**src/rtl/half_to_full_cdc.sv**
```systemverilog
// Half-rate to full-rate stream converter: phase-qualified input side, small FIFO,
// full-rate output side, plus a sticky flag for upstream data not held across a pair.
module half_to_full_cdc #(
  parameter int WIDTH = 32,
  parameter int DEPTH = 4
) (
  input  logic             clk,
  input  logic             reset,
  input  logic             half_clock,
  input  logic [WIDTH-1:0] t0_data,
  input  logic             t0_valid,
  output logic             t0_ready,
  output logic [WIDTH-1:0] i0_data,
  output logic             i0_valid,
  input  logic             i0_ready,
  output logic             phase_err
);

  localparam int AW = (DEPTH > 1) ? $clog2(DEPTH) : 1;
  localparam int CW = AW + 1;
  localparam logic [CW-1:0] DEPTH_C = CW'(DEPTH);

  logic [WIDTH-1:0] mem [DEPTH];
  logic [AW-1:0]    wr_ptr;
  logic [AW-1:0]    rd_ptr;
  logic [CW-1:0]    count;
  logic [CW-1:0]    count_nxt;
  logic [WIDTH-1:0] cap_data;
  logic             cap_valid;
  logic             push;
  logic             pop;

  assign push     = half_clock & t0_valid & t0_ready;
  assign pop      = i0_valid & i0_ready;
  assign i0_valid = (count != '0);
  assign i0_data  = mem[rd_ptr];

  always_comb begin
    count_nxt = count;
    if (push && !pop)
      count_nxt = count + 1'b1;
    else if (!push && pop)
      count_nxt = count - 1'b1;
  end

  // t0_ready only moves on phase edges, so between updates only pops can happen
  // and a push can never land on a full FIFO.
  always_ff @(posedge clk or posedge reset) begin
    if (reset) begin
      wr_ptr    <= '0;
      rd_ptr    <= '0;
      count     <= '0;
      t0_ready  <= 1'b0;
      phase_err <= 1'b0;
      cap_data  <= '0;
      cap_valid <= 1'b0;
      for (int i = 0; i < DEPTH; i++)
        mem[i] <= '0;
    end else begin
      count <= count_nxt;
      if (push) begin
        mem[wr_ptr] <= t0_data;
        wr_ptr      <= wr_ptr + 1'b1;
      end
      if (pop)
        rd_ptr <= rd_ptr + 1'b1;
      if (half_clock) begin
        t0_ready <= (count_nxt < DEPTH_C);
        if (t0_valid && (!cap_valid || (cap_data != t0_data)))
          phase_err <= 1'b1;
      end else begin
        cap_data  <= t0_data;
        cap_valid <= t0_valid;
      end
    end
  end

endmodule
```
**config.mk**
```make
export PLATFORM = sky130hd
export DESIGN_NAME = half_to_full_cdc
export DESIGN_NICKNAME = d
export VERILOG_FILES = /design/src/rtl/half_to_full_cdc.sv
export SDC_FILE = /design/constraint.sdc
export NUM_CORES = 1
export LEC_CHECK = 0
export CAP_MARGIN = 20
export CORE_UTILIZATION = 48
export DETAILED_ROUTE_END_ITERATION = 7
export PLACE_DENSITY = 0.66
export SLEW_MARGIN = 25
export SYNTH_ARGS = -nofsm -noshare
export SYNTH_HDL_FRONTEND = slang
export SYNTH_SLANG_ARGS = --single-unit
```
**constraint.sdc**
```tcl
create_clock -name clk -period 7.77 [get_ports clk]
set_clock_uncertainty 0.2 [all_clocks]
set_input_delay 2.331 -clock clk [delete_from_list [all_inputs] [get_ports clk]]
set_output_delay 2.331 -clock clk [all_outputs]
set_load 0.005 [all_outputs]
```
==> reports/qor.yml <==
status: "complete, no violations"
share_of_final_layout_standard_cells_stronger_than_drive_strength_1_pct: 41.1
path_cells: "buf_4, mux4_2, clkdlybuf4s50_1"
final.hold.worst_slack_ns: 0.282
synth_compound_area_share_pct: 1.18
yosys.area_share.xor_xnor_pct: 3.58
post-cts-setup-buffer-count: 0
power_leakage_nw: 4.39
ios: 72
final.fill_count: 1263
post_synth.cell_area_avg_um2: 16.8
cts_repair_resize_count: 0
clock-sinks: 170
htree_levels: 4
critical_path_at_ns: 2.69
post_synth_fa_ha_maj_area_fraction_pct: 1.39
coreArea_um2: 16500
critical_path.top_delay_family: "buffers and inverters"
timing_max_transition_violations_final: 0
post_synth_mux_area_share_pct: 35.9
synthSimpleGateAreaFrac_pct: 2.35
synth_cell_type_count: 31
cap_viol_max_count: 0
die_w_um: 132
finalHoldViolCount: 0
cts_hold_repair.buffers: 0
synth_flop_cell: "sky130_fd_sc_hd__dfrtp_1"
setup_tns_ns: 0
tritoncts: "done"
synthesized_flop_and_latch_total: 170
hold_path_startpoint: "mem[31]$_DFFE_PP0P_"
wl_per_cell_um: 20.1
dieArea_um2: 17400
layout.cells.most_common_list: "sky130_fd_sc_hd__dfrtp_1, sky130_fd_sc_hd__mux2_4, sky130_fd_sc_hd__clkdlybuf4s50_1"
drc: 0
utilization_after_layout_pct: 57.4
routed-via-count: 4193
worst_hold_path_type: "flop to flop"
worstPathMaxFanout: 18
routed_wirelength_um: 15800
antenna_violations_before_repair: 0
drt-vias-per-instance: 5.34
critPathCaptureType: "primary output"
crit_start: "rd_ptr[0]$_DFFE_PP0P_"
critical-path-slowest-cell: "sky130_fd_sc_hd__dfrtp_2"
critical_path.max_stage_delay_ns: 0.75
first_global_vias: 4742
reg2reg_from: "count[0]$_DFFE_PP0P_"
cts_max_path_buffers: 2
postSynthCellCount: 482
detailedRoute.firstIterationViolations: 219
startpoint_type: "flop"
critical_path_buf_inv_count: 2
effective_utilization_at_floorplan_pct: 48.9
min_period_over_period_pct: 67.2
async_flop_share_pct: 100
globalplace.congestion: 0.680
clkLatencyLatePin_ns: 0.43
grt_use_total_pct: 20.2
max_slew_margin_pct: 43.4
max_clock_freq_ghz: 0.191
synth_top_family_by_area: "multiplexers"
finalNetCount: 598
period_minus_slack_ns: 5.22
setup.worst_path.class: "flop to primary output"
worst-endpoint-required_ns: 5.24
global_route.overflow_total: 0
post-dp-hpwl_um: 9710
tightestPinTransition_ns: 0.849
rsz0062_at_grt: "false"
buffers_on_ports: 71
synth_edf_count: 0
antenna-diode-count: 0
clock_pin_slew_on_the_worst_setup_and_hold_paths_ns: 0.07
synthesis.yosys.warnings: 0
fp.dieH_um: 132
netlist_area_um2: 8080
detail_route.first_pass.iterations: 4
cts.root.buffer_cell: "sky130_fd_sc_hd__clkbuf_16"
finalSetupViolations: 0
peak_vdd_ir_uv: 227
grt_pass1_wl_um: 26800
mostFrequentLayoutCell: "sky130_fd_sc_hd__dfrtp_1"
area_growth_pct: 17.4
cts_buffers: 17
total_power_divided_by_cell_area_nw_per_um2: 405
grt_start_max_net_pins: 77
antenna_violating_nets_post_route: 0
post_synth_net_total: 528
synth-seq-area-share_pct: 52.6
rows: 47
==> power by group <==
| group | switching, W | total [W] | internal (W) |
|---|---|---|---|
| Combinational | 0.000450 | 0.00151 | 0.00106 |
| Clock | 0.000349 | 0.000846 | 0.000498 |
| Sequential | 0.000233 | 0.00149 | 0.00125 |
==> registers in the layout (all words and copies together) (netlist names) <==
signal and flops:
count 3, wr_ptr 2, phase_err 1, cap_valid 1, rd_ptr 2, t0_ready 1
mem 128, cap_data 32
==> kinds of logic after synthesis <==
family / after synthesis
AND/OR/NAND/NOR: 32
AO/OA/AOI/OAI: 16
adder cells (fa/ha/maj): 9
XOR/XNOR: 33
buffers and inverters: 34
multiplexers: 188
flip-flops: 170
==> Yosys cell counts, types with 2 or more instances <==
cell | instances | share of area [%]
sky130_fd_sc_hd__inv_1 | 9 | 0.42
sky130_fd_sc_hd__nor4_1 | 2 | 0.15
sky130_fd_sc_hd__ha_1 | 9 | 1.4
sky130_fd_sc_hd__mux2_2 | 44 | 6.1
sky130_fd_sc_hd__o21ai_0 | 8 | 0.50
sky130_fd_sc_hd__nand2_1 | 11 | 0.51
sky130_fd_sc_hd__buf_6 | 12 | 1.7
sky130_fd_sc_hd__xnor2_1 | 32 | 3.5
sky130_fd_sc_hd__a21oi_1 | 3 | 0.19
sky130_fd_sc_hd__nand4_1 | 6 | 0.46
sky130_fd_sc_hd__dfrtp_1 | 170 | 53
sky130_fd_sc_hd__nor2_1 | 2 | 0.093
sky130_fd_sc_hd__nand3_1 | 2 | 0.12
sky130_fd_sc_hd__mux4_2 | 32 | 8.9
sky130_fd_sc_hd__mux2_4 | 112 | 21
sky130_fd_sc_hd__buf_2 | 8 | 0.50
sky130_fd_sc_hd__buf_4 | 3 | 0.28
sky130_fd_sc_hd__nand2_4 | 4 | 0.56
==> routing by layer <==
layer	wire length (um)	share of wire [%]	up-vias	GRT usage [%]
met3	458	2.9	15	4.73
met1	7400	47	2222	27.7
li1	-	-	1883	-
met2	7740	49	73	32.0
met4	199	1.3	0	6.20
met5	0	0	-	0
==> through the flow <==
step / instance area (um2) / std cells / total power (W) / setup slack (ns)
global route: 9490 / 785 / 0.00405 / 2.35
global placement: 8900 / 753 / 0.00296 / 2.94
finish: 9490 / 785 / 0.00384 / 2.55
floorplan: 8080 / 482 / 0.00246 / 0.636
detailed placement: 8900 / 753 / 0.00301 / 2.90
CTS: 9490 / 785 / 0.00388 / 2.44
==> worst reg2reg max path, stage by stage, from the launching register on <==
cell and delay [ns]:
sky130_fd_sc_hd__dfrtp_1 0.41, sky130_fd_sc_hd__inv_1 0.09, sky130_fd_sc_hd__ha_1 0.19, sky130_fd_sc_hd__nand2b_1 0.12
sky130_fd_sc_hd__nand2_1 0.12, sky130_fd_sc_hd__inv_1 0.07, sky130_fd_sc_hd__ha_1 0.18, sky130_fd_sc_hd__nand2_1 0.06
sky130_fd_sc_hd__o21ai_0 0.18, sky130_fd_sc_hd__xor2_1 0.20, sky130_fd_sc_hd__a21oi_1 0.09
==> area by class of cell <==
type	count	area (um2)	area share [%]
tap	220	275	2.90
clock inverter	11	119	1.25
multi-input combinational	278	3580	37.8
clock buffer	21	470	4.96
inverter	10	45.0	0.475
sequential	170	4260	44.9
timing repair buffer	75	736	7.76
==> final timing paths <==
path	cells after the start	slack (ns)	end
hold / removal	2	0.28	mem[31]$_DFFE_PP0P_
min in group asynchronous	2	2.20	mem[111]$_DFFE_PP0P_
max in group asynchronous	3	3.92	rd_ptr[0]$_DFFE_PP0P_
hold reg to reg	2	0.28	mem[31]$_DFFE_PP0P_
setup reg to reg	10	5.71	t0_ready$_DFFE_PP0P_
setup / recovery	3	2.55	i0_data[12]
No activity file was read; power rests on OpenSTA's default activity.
